===== src/rtl/mem_req_sched.sv =====
// mem_req_sched: arbitrates fetch/data requests onto one memory port, tags each with a slot ID
// and routes responses back by ID. Define ARB_STARVE_GUARD_EN to give fetch a guaranteed turn.
package const_pkg;
  localparam int unsigned PA_WIDTH   = 32;
  localparam int unsigned LINE_BYTES = 8;
  localparam int unsigned ID_WIDTH   = 4;
endpackage

module mem_req_sched #(
  parameter int unsigned PA_WIDTH        = const_pkg::PA_WIDTH,
  parameter int unsigned LINE_BYTES      = const_pkg::LINE_BYTES,
  parameter int unsigned ID_WIDTH        = const_pkg::ID_WIDTH,
  parameter int unsigned MAX_OUTSTANDING = 4,
  parameter int unsigned STARVE_LIMIT    = 3
) (
  input  logic                      clk,
  input  logic                      rst,
  input  logic                      i_instr_valid,
  output logic                      o_instr_ready,
  input  logic [PA_WIDTH-1:0]       i_instr_addr,
  input  logic                      i_data_valid,
  output logic                      o_data_ready,
  input  logic [PA_WIDTH-1:0]       i_data_addr,
  input  logic [LINE_BYTES*8-1:0]   i_data_wdata,
  input  logic                      i_data_write,
  output logic                      o_mem_enable,
  input  logic                      i_mem_ready,
  output logic [PA_WIDTH-1:0]       o_mem_addr,
  output logic [LINE_BYTES*8-1:0]   o_mem_data,
  output logic                      o_mem_write,
  output logic [ID_WIDTH-1:0]       o_mem_id,
  input  logic                      i_mem_resp_valid,
  input  logic [ID_WIDTH-1:0]       i_mem_resp_id,
  input  logic [LINE_BYTES*8-1:0]   i_mem_resp_data,
  output logic                      o_instr_resp_valid,
  output logic                      o_data_resp_valid,
  output logic [LINE_BYTES*8-1:0]   o_resp_data,
  output logic                      o_err
);

  localparam int unsigned DW    = LINE_BYTES * 8;
  localparam int unsigned CNT_W = $clog2(MAX_OUTSTANDING + 1);

  typedef enum logic {
    SRC_INSTR = 1'b0,
    SRC_DATA  = 1'b1
  } src_e;

  if (MAX_OUTSTANDING < 1 || 64'(MAX_OUTSTANDING) > (64'd1 << ID_WIDTH)) begin : g_bad_outstanding
    $error("mem_req_sched: MAX_OUTSTANDING must be in 1..2**ID_WIDTH");
  end
  if (STARVE_LIMIT < 1) begin : g_bad_starve
    $error("mem_req_sched: STARVE_LIMIT must be at least 1");
  end

  logic [MAX_OUTSTANDING-1:0] slot_vld_q, slot_vld_d;
  src_e                       slot_src_q [MAX_OUTSTANDING];
  src_e                       slot_src_d [MAX_OUTSTANDING];
  logic [CNT_W-1:0]           count_q, count_d;

  logic                       mem_en_q, mem_en_d;
  logic [PA_WIDTH-1:0]        mem_addr_q, mem_addr_d;
  logic [DW-1:0]              mem_data_q, mem_data_d;
  logic                       mem_write_q, mem_write_d;
  logic [ID_WIDTH-1:0]        mem_id_q, mem_id_d;

  logic                       irv_q, irv_d;
  logic                       drv_q, drv_d;
  logic [DW-1:0]              rdata_q, rdata_d;
  logic                       err_q, err_d;

  logic                       full, stall, can_accept, force_instr, data_win;
  logic                       instr_acc, data_acc, accept;
  logic                       free_hit;
  src_e                       resp_src;
  logic [ID_WIDTH-1:0]        alloc_id;

  assign full       = (count_q == CNT_W'(MAX_OUTSTANDING));
  assign stall      = mem_en_q && !i_mem_ready;
  assign can_accept = !full && !stall;

  // The winner is decided before acceptance so the loser never sees ready.
  assign data_win      = i_data_valid && !force_instr;
  assign o_data_ready  = can_accept && data_win;
  assign o_instr_ready = can_accept && !data_win;
  assign data_acc      = i_data_valid && o_data_ready;
  assign instr_acc     = i_instr_valid && o_instr_ready;
  assign accept        = data_acc || instr_acc;

`ifdef ARB_STARVE_GUARD_EN
  localparam int unsigned STV_W = $clog2(STARVE_LIMIT + 1);

  logic [STV_W-1:0] starve_q, starve_d;

  assign force_instr = i_instr_valid && (starve_q >= STV_W'(STARVE_LIMIT));

  always_comb begin
    starve_d = starve_q;
    if (instr_acc) begin
      starve_d = '0;
    end else if (i_instr_valid && can_accept && (starve_q < STV_W'(STARVE_LIMIT))) begin
      starve_d = starve_q + STV_W'(1);
    end
  end

  always_ff @(posedge clk or posedge rst) begin
    if (rst) begin
      starve_q <= '0;
    end else begin
      starve_q <= starve_d;
    end
  end
`else
  assign force_instr = 1'b0;
`endif

  // Lowest free slot wins; a slot freed this cycle is still marked valid here.
  always_comb begin
    alloc_id = '0;
    for (int unsigned i = MAX_OUTSTANDING; i > 0; i--) begin
      if (!slot_vld_q[i-1]) begin
        alloc_id = ID_WIDTH'(i - 1);
      end
    end
  end

  always_comb begin
    free_hit = 1'b0;
    resp_src = SRC_INSTR;
    for (int unsigned i = 0; i < MAX_OUTSTANDING; i++) begin
      if (i_mem_resp_valid && slot_vld_q[i] && (i_mem_resp_id == ID_WIDTH'(i))) begin
        free_hit = 1'b1;
        resp_src = slot_src_q[i];
      end
    end
  end

  always_comb begin
    slot_vld_d = slot_vld_q;
    slot_src_d = slot_src_q;
    for (int unsigned i = 0; i < MAX_OUTSTANDING; i++) begin
      if (free_hit && (i_mem_resp_id == ID_WIDTH'(i))) begin
        slot_vld_d[i] = 1'b0;
      end
      if (accept && (alloc_id == ID_WIDTH'(i))) begin
        slot_vld_d[i] = 1'b1;
        slot_src_d[i] = data_acc ? SRC_DATA : SRC_INSTR;
      end
    end
    count_d = count_q + CNT_W'(accept) - CNT_W'(free_hit);
  end

  always_comb begin
    mem_en_d    = mem_en_q;
    mem_addr_d  = mem_addr_q;
    mem_data_d  = mem_data_q;
    mem_write_d = mem_write_q;
    mem_id_d    = mem_id_q;
    if (accept) begin
      mem_en_d    = 1'b1;
      mem_addr_d  = data_acc ? i_data_addr : i_instr_addr;
      mem_data_d  = data_acc ? i_data_wdata : '0;
      mem_write_d = data_acc && i_data_write;
      mem_id_d    = alloc_id;
    end else if (i_mem_ready) begin
      mem_en_d    = 1'b0;
    end
  end

  always_comb begin
    irv_d   = free_hit && (resp_src == SRC_INSTR);
    drv_d   = free_hit && (resp_src == SRC_DATA);
    err_d   = i_mem_resp_valid && !free_hit;
    rdata_d = free_hit ? i_mem_resp_data : rdata_q;
  end

  always_ff @(posedge clk or posedge rst) begin
    if (rst) begin
      slot_vld_q  <= '0;
      for (int unsigned i = 0; i < MAX_OUTSTANDING; i++) begin
        slot_src_q[i] <= SRC_INSTR;
      end
      count_q     <= '0;
      mem_en_q    <= 1'b0;
      mem_addr_q  <= '0;
      mem_data_q  <= '0;
      mem_write_q <= 1'b0;
      mem_id_q    <= '0;
      irv_q       <= 1'b0;
      drv_q       <= 1'b0;
      rdata_q     <= '0;
      err_q       <= 1'b0;
    end else begin
      slot_vld_q  <= slot_vld_d;
      slot_src_q  <= slot_src_d;
      count_q     <= count_d;
      mem_en_q    <= mem_en_d;
      mem_addr_q  <= mem_addr_d;
      mem_data_q  <= mem_data_d;
      mem_write_q <= mem_write_d;
      mem_id_q    <= mem_id_d;
      irv_q       <= irv_d;
      drv_q       <= drv_d;
      rdata_q     <= rdata_d;
      err_q       <= err_d;
    end
  end

  assign o_mem_enable       = mem_en_q;
  assign o_mem_addr         = mem_addr_q;
  assign o_mem_data         = mem_data_q;
  assign o_mem_write        = mem_write_q;
  assign o_mem_id           = mem_id_q;
  assign o_instr_resp_valid = irv_q;
  assign o_data_resp_valid  = drv_q;
  assign o_resp_data        = rdata_q;
  assign o_err              = err_q;

endmodule


===== config.mk =====
export PLATFORM = sky130hd
export DESIGN_NAME = mem_req_sched
export DESIGN_NICKNAME = d
export VERILOG_FILES = /design/src/rtl/mem_req_sched.sv
export SDC_FILE = /design/constraint.sdc
export NUM_CORES = 1
export LEC_CHECK = 0
export CAP_MARGIN = 20
export CORE_AREA = 2 2 147 149
export DETAILED_ROUTE_END_ITERATION = 8
export DIE_AREA = 0 0 149 151
export PLACE_DENSITY = 0.79
export SYNTH_ARGS = -nofsm -noshare
export SYNTH_HDL_FRONTEND = slang
export SYNTH_SLANG_ARGS = --single-unit

===== constraint.sdc =====
create_clock -name clk -period 7.2 [get_ports clk]
set_input_delay 1.08 -clock clk [delete_from_list [all_inputs] [get_ports clk]]
set_output_delay 1.08 -clock clk [all_outputs]
set_load 0.01 [all_outputs]

==> summary.md, run 1 <==
| Metric | Value |
|---|---|
| H-tree depth | 4 |
| Worst setup path category | input port to output pin |
| Die area | 0.02250 sq mm |
| Skew final | roughly 14 ps |
| Crit-path most repeated cell | clkdlybuf4s50_1 |
| Fin Setup TNS | 0 ps |
| Crit-path cells | clkdlybuf4s50_1, buf_4, nand3_1, clkinv_2, clkdlybuf4s50_1 |
| Hold Path Class | flop to flop |
| DRT iter0 DRCs | 328 |
| CP max stage cell | clkdlybuf4s50_1 |
| Critical path's largest stage delay | 690 ps |
| Final-report hold violation count | 0 |
| Tmin final | roughly 4500 ps |
| Num Clock Sinks | around 180 |
| Core area | ~0.021 sq mm |
| Initial Util | between 30% and 40% |
| Port Buffer Count | approximately 370 |
| Peak Freq | roughly 220 MHz |
| Max-slew violations | 0 |
| Root Driver | clkbuf_16 |
| R2r startpoint | count_q[1]$_DFF_PP0_ |
| PostCTS Resize Cnt | 0 |
| Fillers | about 1700 |
| Switching Share | about 34% |
| Final #Nets | between 1000 and 1500 |
| Clock slew at reported path FFs | 80 ps |
| Initial antenna violation count | 0 |
| Syn Area/Cell | ~14 sq um |
| Row cnt | 53 |
| Measured slew at the worst slew-check pin | around 910 ps |
| Critical hold path startpoint | o_resp_data[56]$_DFFE_PP0P_ |
| RD Place Congestion | about 0.75 |
| Layout area overhead | 59.73% |
| Worst path required time | 6120 ps |
| Congestion Overflow GR | 0 |
| Critical path origin | i_data_valid |
| Area leader, netlist | dfrtp_1 |
| Max-Cap Viols | 0 |
| Gate Count Post-Synth | 557 |
| Share of cells above drive strength 1 | about 5.3% |
| Drt total wl | between 20000 and 25000 um |
| Worst-skew pair later-pin latency | 430 ps |
| Worst relative slew slack | between 30% and 40% |
| Maximum VDD drop | about 180 uV |
| First-pass GRT wire length | about 36000 um |
| Seq pwr share | 37.5% |
| Cell-internal power | about 3100 uW |
| Num ports | ~370 |
| Multi-input combinational cell area | 0.002819 sq mm |
| Crit share post-route | between 60% and 70% |
| Total track usage | between 20 and 25% |
| Outcome | completed |
| RSZ-0062 raised after global routing | no |
| Syn Std Cell Area | around 0.0075 sq mm |
| Number of distinct library cells after synthesis | 44 |
| CTS tree | yes |
| Largest net degree at the start of global routing | 112 |
| Area share of the largest cell type after synthesis | 59.09% |
| Clock Power Share | approximately a fifth |
| Most frequent cells in the layout | 371 x clkdlybuf4s50_1, 178 x dfrtp_1, 66 x mux2_1 |
| Critical path capture point type | output pin |
| Critical Path AT | 3400 ps |
| First-pass DRT Iterations | 5 |
| DIE HEIGHT | between 150 and 200 um |
| Worst slack, placed | 2645 ps |
| Crit-path max FO | between 60 and 70 |
| Vias per inst | about 5.2 |
| Max Root-Sink Buffers | 2 |
| Via count | 6215 |
| Drt wl/cell | ~20 um |
| Setup Buffers After CTS | 0 |
| Diodes inserted | 0 |
| Net switching power figure | between 1500 and 2000 uW |
| Die width | between 100 and 150 um |
| Vias in the first global route | about 6300 |
| ANT nets after route | 0 |
| Sequential share of the synthesized area | about three fifths |
| Post-synthesis register bit count | roughly 180 |
| LEAKAGE | 0.004995 uW |
| Final setup violating endpoints | 0 |
| Startpoint class of the critical path | input port |
| Pwr Density | between 300 and 400 mW/mm^2 |
| Combinational Power Share | between 40% and 50% |
| Hpwl dp | 16350 um |
| CTS Hold Bufs | 0 |
| Top area cells in the synthesized netlist | dfrtp_1 59%, mux2_1 9.9%, a22o_1 7.6% |
| Detailed-route DRC error count | 0 |
| Synthesis Warnings | 0 |
| Final worst slack | about 2700 ps |
| Reg area | approximately 0.0045 sq mm |
| Total CTS buffers | 17 |
| Most common cell after layout, fill and taps aside | clkdlybuf4s50_1 |
## logic make-up after synthesis
family / count (synthesis) / share of synthesized area (%)
and+or+nand+nor: 91 / 8.664
xor gates and xnor gates: 2 / 0.2324
muxes: 68 / 10.12
DFF: 178 / 59.09
buffers and inverters: 63 / 3.801
AOI/OAI and AO/OA: 151 / 17.44
adders and majority gates: 3 / 0.5975
other: 1 / 0.04974
## sequential cells by signal, indices dropped and copies added, names as in the netlist, 2 cells and up
register	cells
slot_vld_q	4
slot_src_q	4
o_mem_addr	32
o_resp_data	64
count_q	3
o_mem_id	2
o_mem_data	64
## power groups by stage
stage	sequential, uW	combinational, uW	clock [uW]
2_1_floorplan	1870	666	0
3_5_place_dp	1730	2000	0
3_3_place_gp	1720	1950	0
5_1_grt	1780	2120	975
6_report	1730	1980	904
4_1_cts	1730	2000	932
## per-layer routing
layer  routed length, um  GRT usage (%)
met1                9580          26.41
met2               12290          34.70
met3                1666          5.904
met4                 342          5.571
met5                   0              0
## critical path, delay by kind of cell
family | cells | cell delay [ps]
buffers and inverters | 4 | 2030
AND/OR/NAND/NOR | 1 | 250
## path summary, 6_finish.rpt
| kind | slack (ps) | depth (start not counted) | end |
|---|---|---|---|
| max | 2720 | 5 | o_data_ready |
| min | 490 | 1 | o_resp_data[56]$_DFFE_PP0P_ |
| max reg2reg | 4500 | 5 | o_mem_addr[23]$_DFFE_PP0P_ |
| min reg2reg | 490 | 1 | o_resp_data[56]$_DFFE_PP0P_ |
| max in group asynchronous | 5140 | 3 | o_mem_enable$_DFFE_PP0P_ |
| min in group asynchronous | 950 | 2 | o_mem_data[11]$_DFFE_PP0P_ |
## synth_stat cells (all sizes together)
cell,count
nand2,5
and2,1
mux2i,2
nand4,1
inv,10
or4b,1
a21oi,3
xnor2,1
nand4bb,1
a21o,1
nor2,4
xor2,1
nand3,3
conb,1
o41ai,33
dfrtp,178
ha,2
a2111oi,1
o21ai,9
o21a,1
or3b,33
clkbuf,33
a32o,1
o22ai,2
o31ai,2
mux2,66
nor3b,1
fa,1
o2bb2ai,1
a22o,65
nand2b,33
nand4b,1
nand3b,3
or3,1
and3b,1
a221o,32
buf,20
nor2b,2
## cell type report
class / count / share of cell area [%]
sequential: 178 / 36.99
tap: 275 / 2.857
clock inverter: 14 / 1.185
multi-input combinational: 317 / 23.41
clock buffer: 18 / 3.564
inverter: 10 / 0.3637
timing repair buffer: 381 / 31.63
## metrics by stage
step                      power, uW  hold slack (ps)  std cells  utilization (%)  area [sq um]
after floorplan                2538            449.3        558                -          7542
after global placement         3676            466.2       1160            54.95         11440
after detailed placement       3725            473.7       1160            54.95         11440
after CTS                      4658            489.6       1192            57.70         12010
after global routing           4876            499.9       1193            57.83         12040
final                          4610            487.5       1193            57.83         12040
Power figures use the tool's default switching activity.
==> run 2: changes to the inputs <==
CORE_AREA = default   (was 2 2 147 149)
CORE_UTILIZATION = 37   (was default)
DIE_AREA = default   (was 0 0 149 151)
PLACE_DENSITY = 0.84   (was 0.79)
clock period = 3.8 ns   (was 7.2 ns; I/O delays follow)
==> run 2 against run 1 <==
Cell count down 0.92%. Sequential share of layout area up 0.13 points. Register-to-register slack worse by 3100 ps. Critical path depth unchanged. Worst hold slack worse by 3.9 ps. Critical path type unchanged. Critical endpoint unchanged. Largest cell class unchanged.
==> summary.md, run 2 (synthesized netlist as in run 1, its figures left out) <==
| Metric | Value |
|---|---|
| CTS tree | yes |
| Layout area overhead | 59.15% |
| First-pass GRT wire length | 34110 um (-5.2%) |
| Clock slew at reported path FFs | 70 ps (about the same) |
| H-tree depth | 4 (unchanged) |
| Worst setup path category | input port to output pin |
| Maximum VDD drop | 343.8 uV (+95%) |
| Switching Share | 33.34% (-0.35 points) |
| DIE HEIGHT | 144.7 um (-4.1%) |
| Port Buffer Count | 371 (unchanged) |
| Reg2Reg Setup Slack | 1430 ps (-3070 ps) |
| R2r startpoint | count_q[2]$_DFF_PP0_ |
| Fin util | 60.85% (+3.0 points) |
| Pwr Density | 722.9 mW/mm^2 (+89%) |
| Crit share post-route | about four fifths |
| Max-Cap Viols | 0 (unchanged) |
| Most common cell after layout, fill and taps aside | clkdlybuf4s50_1 |
| Vias per inst | 5.290 (+1.5%) |
| Crit-path max FO | 66 (-1.5%) |
| LEAKAGE | 0.004957 uW (-0.77%) |
| Max Root-Sink Buffers | 2 (unchanged) |
| Detailed-route DRC error count | 0 (unchanged) |
| Buf/Inv on CP | 4 (unchanged) |
| Row cnt | 51 (-3.8%) |
| Worst path required time | 3230 ps (-2890 ps) |
| Via count | 6253 (+0.61%) |
| CTS Hold Bufs | 0 (unchanged) |
| Setup Buffers After CTS | 0 (unchanged) |
| RD Place Congestion | 0.7618 (+1.8%) |
| Final Non-Filler Cells | 1182 (-0.92%) |
| Drt total wl | 22940 um (-3.9%) |
| Core area | 0.01972 sq mm (-5.3%) |
| CP max stage cell | clkdlybuf4s50_1 |
| Crit-path most repeated cell | clkdlybuf4s50_1 |
| Clock Power Share | 19.2% (-0.4 points) |
| Outcome | completed |
| Diodes inserted | 0 (unchanged) |
| Die area | 0.02095 sq mm (-6.9%) |
| Worst relative slew slack | 25.52% (-14 points) |
| Initial Util | 38.23% (+2.0 points) |
| Total track usage | 21.52% (+0.81 points) |
| Num Clock Sinks | 178 (unchanged) |
| CP Depth | 5 (unchanged) |
| Initial antenna violation count | 0 (unchanged) |
| Fin Setup TNS | 0 ps (unchanged) |
| Seq pwr share | 37.8% (+0.3 points) |
| DRT iter0 DRCs | 405 (+23%) |
| Reg area | 0.004454 sq mm (unchanged) |
| Drt wl/cell | 19.41 um (-3.1%) |
| Combinational Power Share | 43.0% (about the same) |
| PostCTS Resize Cnt | 0 (unchanged) |
| First-pass DRT Iterations | 5 (unchanged) |
| Measured slew at the worst slew-check pin | 1117 ps (+211.9 ps) |
| Hpwl dp | 15830 um (-3.2%) |
| Final #Nets | 1110 (-0.090%) |
| Root Driver | clkbuf_16 |
| Critical path capture point type | output pin |
| Peak Freq | roughly 330 MHz |
| RSZ-0062 raised after global routing | no |
| Startpoint class of the critical path | input port |
| Critical path's largest stage delay | 630 ps (-60 ps) |
| Total CTS buffers | 17 (unchanged) |
| FF-to-FF End | count_q[2]$_DFF_PP0_ |
| Final setup violating endpoints | 0 (unchanged) |
| Skew final | 9.483 ps (-4.540 ps) |
| Register-to-Register Path Depth | 8 (+3) |
| Fillers | 1525 (-11%) |
| Multi-input combinational cell area | 0.002819 sq mm (unchanged) |
| Crit-path cells | clkdlybuf4s50_1, buf_4, nand3_1, clkinv_2, clkdlybuf4s50_1 |
| Final-report hold violation count | 0 (unchanged) |
| Most frequent cells in the layout | 371 x clkdlybuf4s50_1, 178 x dfrtp_1, 66 x mux2_1 |
| Largest delay contributor family on the critical path | buffers and inverters |
| Net switching power figure | 2892 uW (+86%) |
| Hold Path Class | flop to flop |
| Critical path origin | i_data_valid |
| Vias in the first global route | 6165 (-1.6%) |
| Placed insts | 1150 (-0.86%) |
| Worst-skew pair later-pin latency | 420 ps (about the same) |
| ANT nets after route | 0 (unchanged) |
| Worst setup path end | o_data_ready |
| Critical Path AT | 2440 ps (-960 ps) |
| Pwr Total | 8673 uW (+88%) |
| Num ports | 374 (unchanged) |
| Largest net degree at the start of global routing | 179 (+60%) |
| Congestion Overflow GR | 0 (unchanged) |
| Tmin final | between 3000 and 4000 ps |
| Share of cells above drive strength 1 | 5.125% (-0.21 points) |
| Max-slew violations | 0 (unchanged) |
| Die width | 144.7 um (-2.9%) |
| Cell-internal power | 5781 uW (+89%) |
run 2: worst min path at each step:
stage,start,to,slack (ps),cells after the start
global placement,o_resp_data[20]$_DFFE_PP0P_,o_resp_data[20]$_DFFE_PP0P_,470,1
finish,o_resp_data[62]$_DFFE_PP0P_,o_resp_data[62]$_DFFE_PP0P_,480,1
global route,o_resp_data[56]$_DFFE_PP0P_,o_resp_data[56]$_DFFE_PP0P_,500,1
floorplan,count_q[2]$_DFF_PP0_,count_q[2]$_DFF_PP0_,450,1
detailed placement,o_resp_data[57]$_DFFE_PP0P_,o_resp_data[57]$_DFFE_PP0P_,470,1
CTS,o_resp_data[57]$_DFFE_PP0P_,o_resp_data[57]$_DFFE_PP0P_,490,1
run 2: power groups by stage:
stage | Sequential (uW) | Combinational [uW] | Clock (uW)
6_report | 3280 | 3730 | 1670
5_1_grt | 3380 | 3980 | 1790
4_1_cts | 3270 | 3770 | 1720
3_5_place_dp | 3290 | 3760 | 0
3_3_place_gp | 3260 | 3670 | 0
2_1_floorplan | 3550 | 1260 | 0
run 2: through the flow:
step | worst slack (ps) | cell area, sq um | hold WS, ps
global placement | 765.7 | 11440 | 466.1
CTS | 787.2 | 12000 | 489.8
global route | 641.8 | 12000 | 498.6
detailed placement | 715.8 | 11440 | 473.7
floorplan | 949.4 | 7546 | 449.3
finish | 788.9 | 12000 | 483.6
run 2: cell type report:
cell class / count / area share, %
multi-input cells: 317 / 23.50
well taps: 265 / 2.764
clock buffers: 19 / 3.608
clock inverters: 13 / 1.032
repair buffers: 380 / 31.62
flip-flops and latches: 178 / 37.13
inverters: 10 / 0.3546
run 2: per-layer routing:
layer | up-vias | global-route usage (%) | routed length, um | part of all wire [%]
li1 | 2812 | - | - | -
met1 | 3103 | 26.14 | 9110 | 40
met2 | 297 | 36.31 | 11550 | 50
met3 | 41 | 6.120 | 1749 | 7.6
met4 | 0 | 7.756 | 527 | 2.3
met5 | - | 0 | 0 | 0
==> run 3: changes to the inputs <==
CORE_AREA = 2 2 147 149   (was default)
CORE_UTILIZATION = default   (was 37)
DIE_AREA = 0 0 149 151   (was default)
PLACE_DENSITY = 0.79   (was 0.84)
clock period = 2.9 ns   (was 3.8 ns; I/O delays follow)
==> run 3 against run 2 <==
Final area rose by 0.77%. Clock power rose by 34%. Via count rose by 0.21%. Flip-flop and latch count did not move. Non-clock buffer count rose by 3. Clock-buffer cell count fell by 2. Setup slack got worse by 560 ps. Critical path type unchanged. Die area rose by 7.4%. Register-to-register slack got worse by 880 ps. Largest cell class unchanged. Core utilization fell by 2.8 points.
==> summary.md, run 3 (synthesized netlist as in run 1, its figures left out) <==
| Metric | Value |
|---|---|
| Outcome | completed |
| Via count | 6266 (+0.21%) |
| Tmin final | between 2000 and 3000 ps |
| Max-slew violations | 0 (unchanged) |
| PostCTS Resize Cnt | 0 (unchanged) |
| Measured slew at the worst slew-check pin | 865.1 ps (-252.2 ps) |
| RSZ-0062 raised after global routing | no |
| DIE HEIGHT | 151 um (+4.3%) |
| Most frequent cells in the layout | 371 x clkdlybuf4s50_1, 178 x dfrtp_1, 66 x mux2_1 |
| CP max stage cell | clkdlybuf4s50_1 |
| Core area | 0.02082 sq mm (+5.6%) |
| Root Driver | clkbuf_16 |
| Diodes inserted | 0 (unchanged) |
| Vias in the first global route | 6411 (+4.0%) |
| Worst relative slew slack | 42.33% (+17 points) |
| Startpoint class of the critical path | input port |
| Initial antenna violation count | 0 (unchanged) |
| Total track usage | 20.47% (-1.0 points) |
| Multi-input combinational cell area | 0.002819 sq mm (unchanged) |
| LEAKAGE | 0.005010 uW (+1.1%) |
| Placed insts | 1163 (+1.1%) |
| Maximum VDD drop | 447.2 uV (+30%) |
| Worst Hold Slack | 473.1 ps (-10.46 ps) |
| H-tree depth | 4 (unchanged) |
| Hold Path Class | input port to asynchronous set/reset pin |
| Buf/Inv on CP | 4 (unchanged) |
| Crit-path most repeated cell | clkdlybuf4s50_1 |
| Pwr Total | 11480 uW (+32%) |
| Fillers | 1744 (+14%) |
| Met1 wire length | 9610 um (+5.5%) |
| Max Root-Sink Buffers | 2 (unchanged) |
| First-pass GRT wire length | 35700 um (+4.7%) |
| Crit-path max FO | 66 (unchanged) |
| Row cnt | 53 (+3.9%) |
| Pwr Density | 949.2 mW/mm^2 (+31%) |
| Critical path origin | i_data_valid |
| Crit share post-route | about 90% |
| Crit-path cells | clkdlybuf4s50_1, buf_6, nand3_1, clkinv_2, clkdlybuf4s50_1 |
| Layout area overhead | 60.38% |
| Drt wl/cell | 19.81 um (+2.1%) |
| WL met3 | 1643 um (-6.1%) |
| DRT iter0 DRCs | 375 (-7.4%) |
| Fin util | 58.06% (-2.8 points) |
| Skew final | 13.58 ps (+4.100 ps) |
| Critical path capture point type | output pin |
| Num ports | 374 (unchanged) |
| ANT nets after route | 0 (unchanged) |
| CTS tree | yes |
| Congestion Overflow GR | 0 (unchanged) |
| Worst-skew pair later-pin latency | 430 ps (about the same) |
| Fin Setup TNS | 0 ps (unchanged) |
| Die width | 149 um (+2.9%) |
| Top Metal Used | met4 |
| Most common cell after layout, fill and taps aside | clkdlybuf4s50_1 |
| Port Buffer Count | 371 (unchanged) |
| Vias per inst | 5.248 (-0.80%) |
| Share of cells above drive strength 1 | 5.550% (+0.42 points) |
| Initial Util | 36.20% (-2.0 points) |
| Detailed-route DRC error count | 0 (unchanged) |
| Final #Nets | 1113 (+0.27%) |
| Reg area | 0.004454 sq mm (unchanged) |
| Num Clock Sinks | 178 (unchanged) |
| CTS Hold Bufs | 0 (unchanged) |
| Drt total wl | 23660 um (+3.1%) |
| Final setup violating endpoints | 0 (unchanged) |
| R2r startpoint | count_q[2]$_DFF_PP0_ |
| Largest delay contributor family on the critical path | buffers and inverters |
| Peak Freq | about 370 MHz |
| Final Non-Filler Cells | 1194 (+1.0%) |
| Setup Buffers After CTS | 0 (unchanged) |
| RD Place Congestion | 0.7904 (+3.8%) |
| Final-report hold violation count | 0 (unchanged) |
| Worst setup path category | input port to output pin |
| First-pass DRT Iterations | 4 (-1) |
| Worst path required time | 2470 ps (-760 ps) |
| Hpwl dp | 16500 um (+4.2%) |
| Clock slew at reported path FFs | 70 ps (about the same) |
| Critical path's largest stage delay | 620 ps (about the same) |
| Total CTS buffers | 17 (unchanged) |
| Metal2 WL | 11720 um (+1.5%) |
| Max-Cap Viols | 0 (unchanged) |
| Largest net degree at the start of global routing | 112 (-37%) |
| Die area | 0.02250 sq mm (+7.4%) |
| Critical Path AT | 2240 ps (-200 ps) |
## run 3: changes by cell type in the layout (fill, tap and decap cells not counted), sizes merged
cell	delta
clkinvlp	-5
buf	+3
clkbuf	-2
clkinv	+6
## run 3: power by group
group / switching, uW / leakage (uW) / total (uW) / internal, uW
Clock: 1100 / 0.000278 / 2240 / 1140
Combinational: 2060 / 0.00256 / 4960 / 2900
Sequential: 715 / 0.00217 / 4280 / 3570
Total: 3870 / 0.00501 / 11500 / 7610
## run 3: cell type report
class                           count  share of cell area (%)
Sequential cell                   178                   36.84
Inverter                           10                  0.3519
Clock buffer                       17                   3.519
Clock inverter                     14                   1.221
Timing Repair Buffer              383                   31.91
Tap cell                          275                   2.846
Multi-Input combinational cell    317                   23.32
## run 3: routing by layer
layer  up-vias  track usage [%]
met3        40            5.301
met1      3132            26.24
li1       2823                -
met4         0            8.000
met5         -                0
met2       271            33.36
## run 3: stage by stage
stage | cell area [sq um] | setup slack [ps]
finish | 12090 | 227.3
floorplan | 7546 | 184.4
detailed placement | 11510 | 73.82
CTS | 12090 | 80.76
global placement | 11510 | 124.6
global route | 12090 | 98.40
## run 3: worst register-to-register path, cell delays in order, from the launching register on
cell     delay, ps
dfrtp_1        400
nor3b_4        160
or3_2          510
ha_1           300
inv_1           40
ha_1           180
fa_1           370
xor2_1         160
xnor2_1        130
## run 3: final timing paths
check	to	slack, ps	cells after the start
max	o_data_ready	230	5
min	o_mem_data[3]$_DFFE_PP0P_	470	3
max reg2reg	count_q[2]$_DFF_PP0_	550	8
min reg2reg	o_resp_data[9]$_DFFE_PP0P_	490	1
max in group asynchronous	o_mem_id[1]$_DFFE_PP0P_	1890	3
min in group clk	o_resp_data[9]$_DFFE_PP0P_	490	1
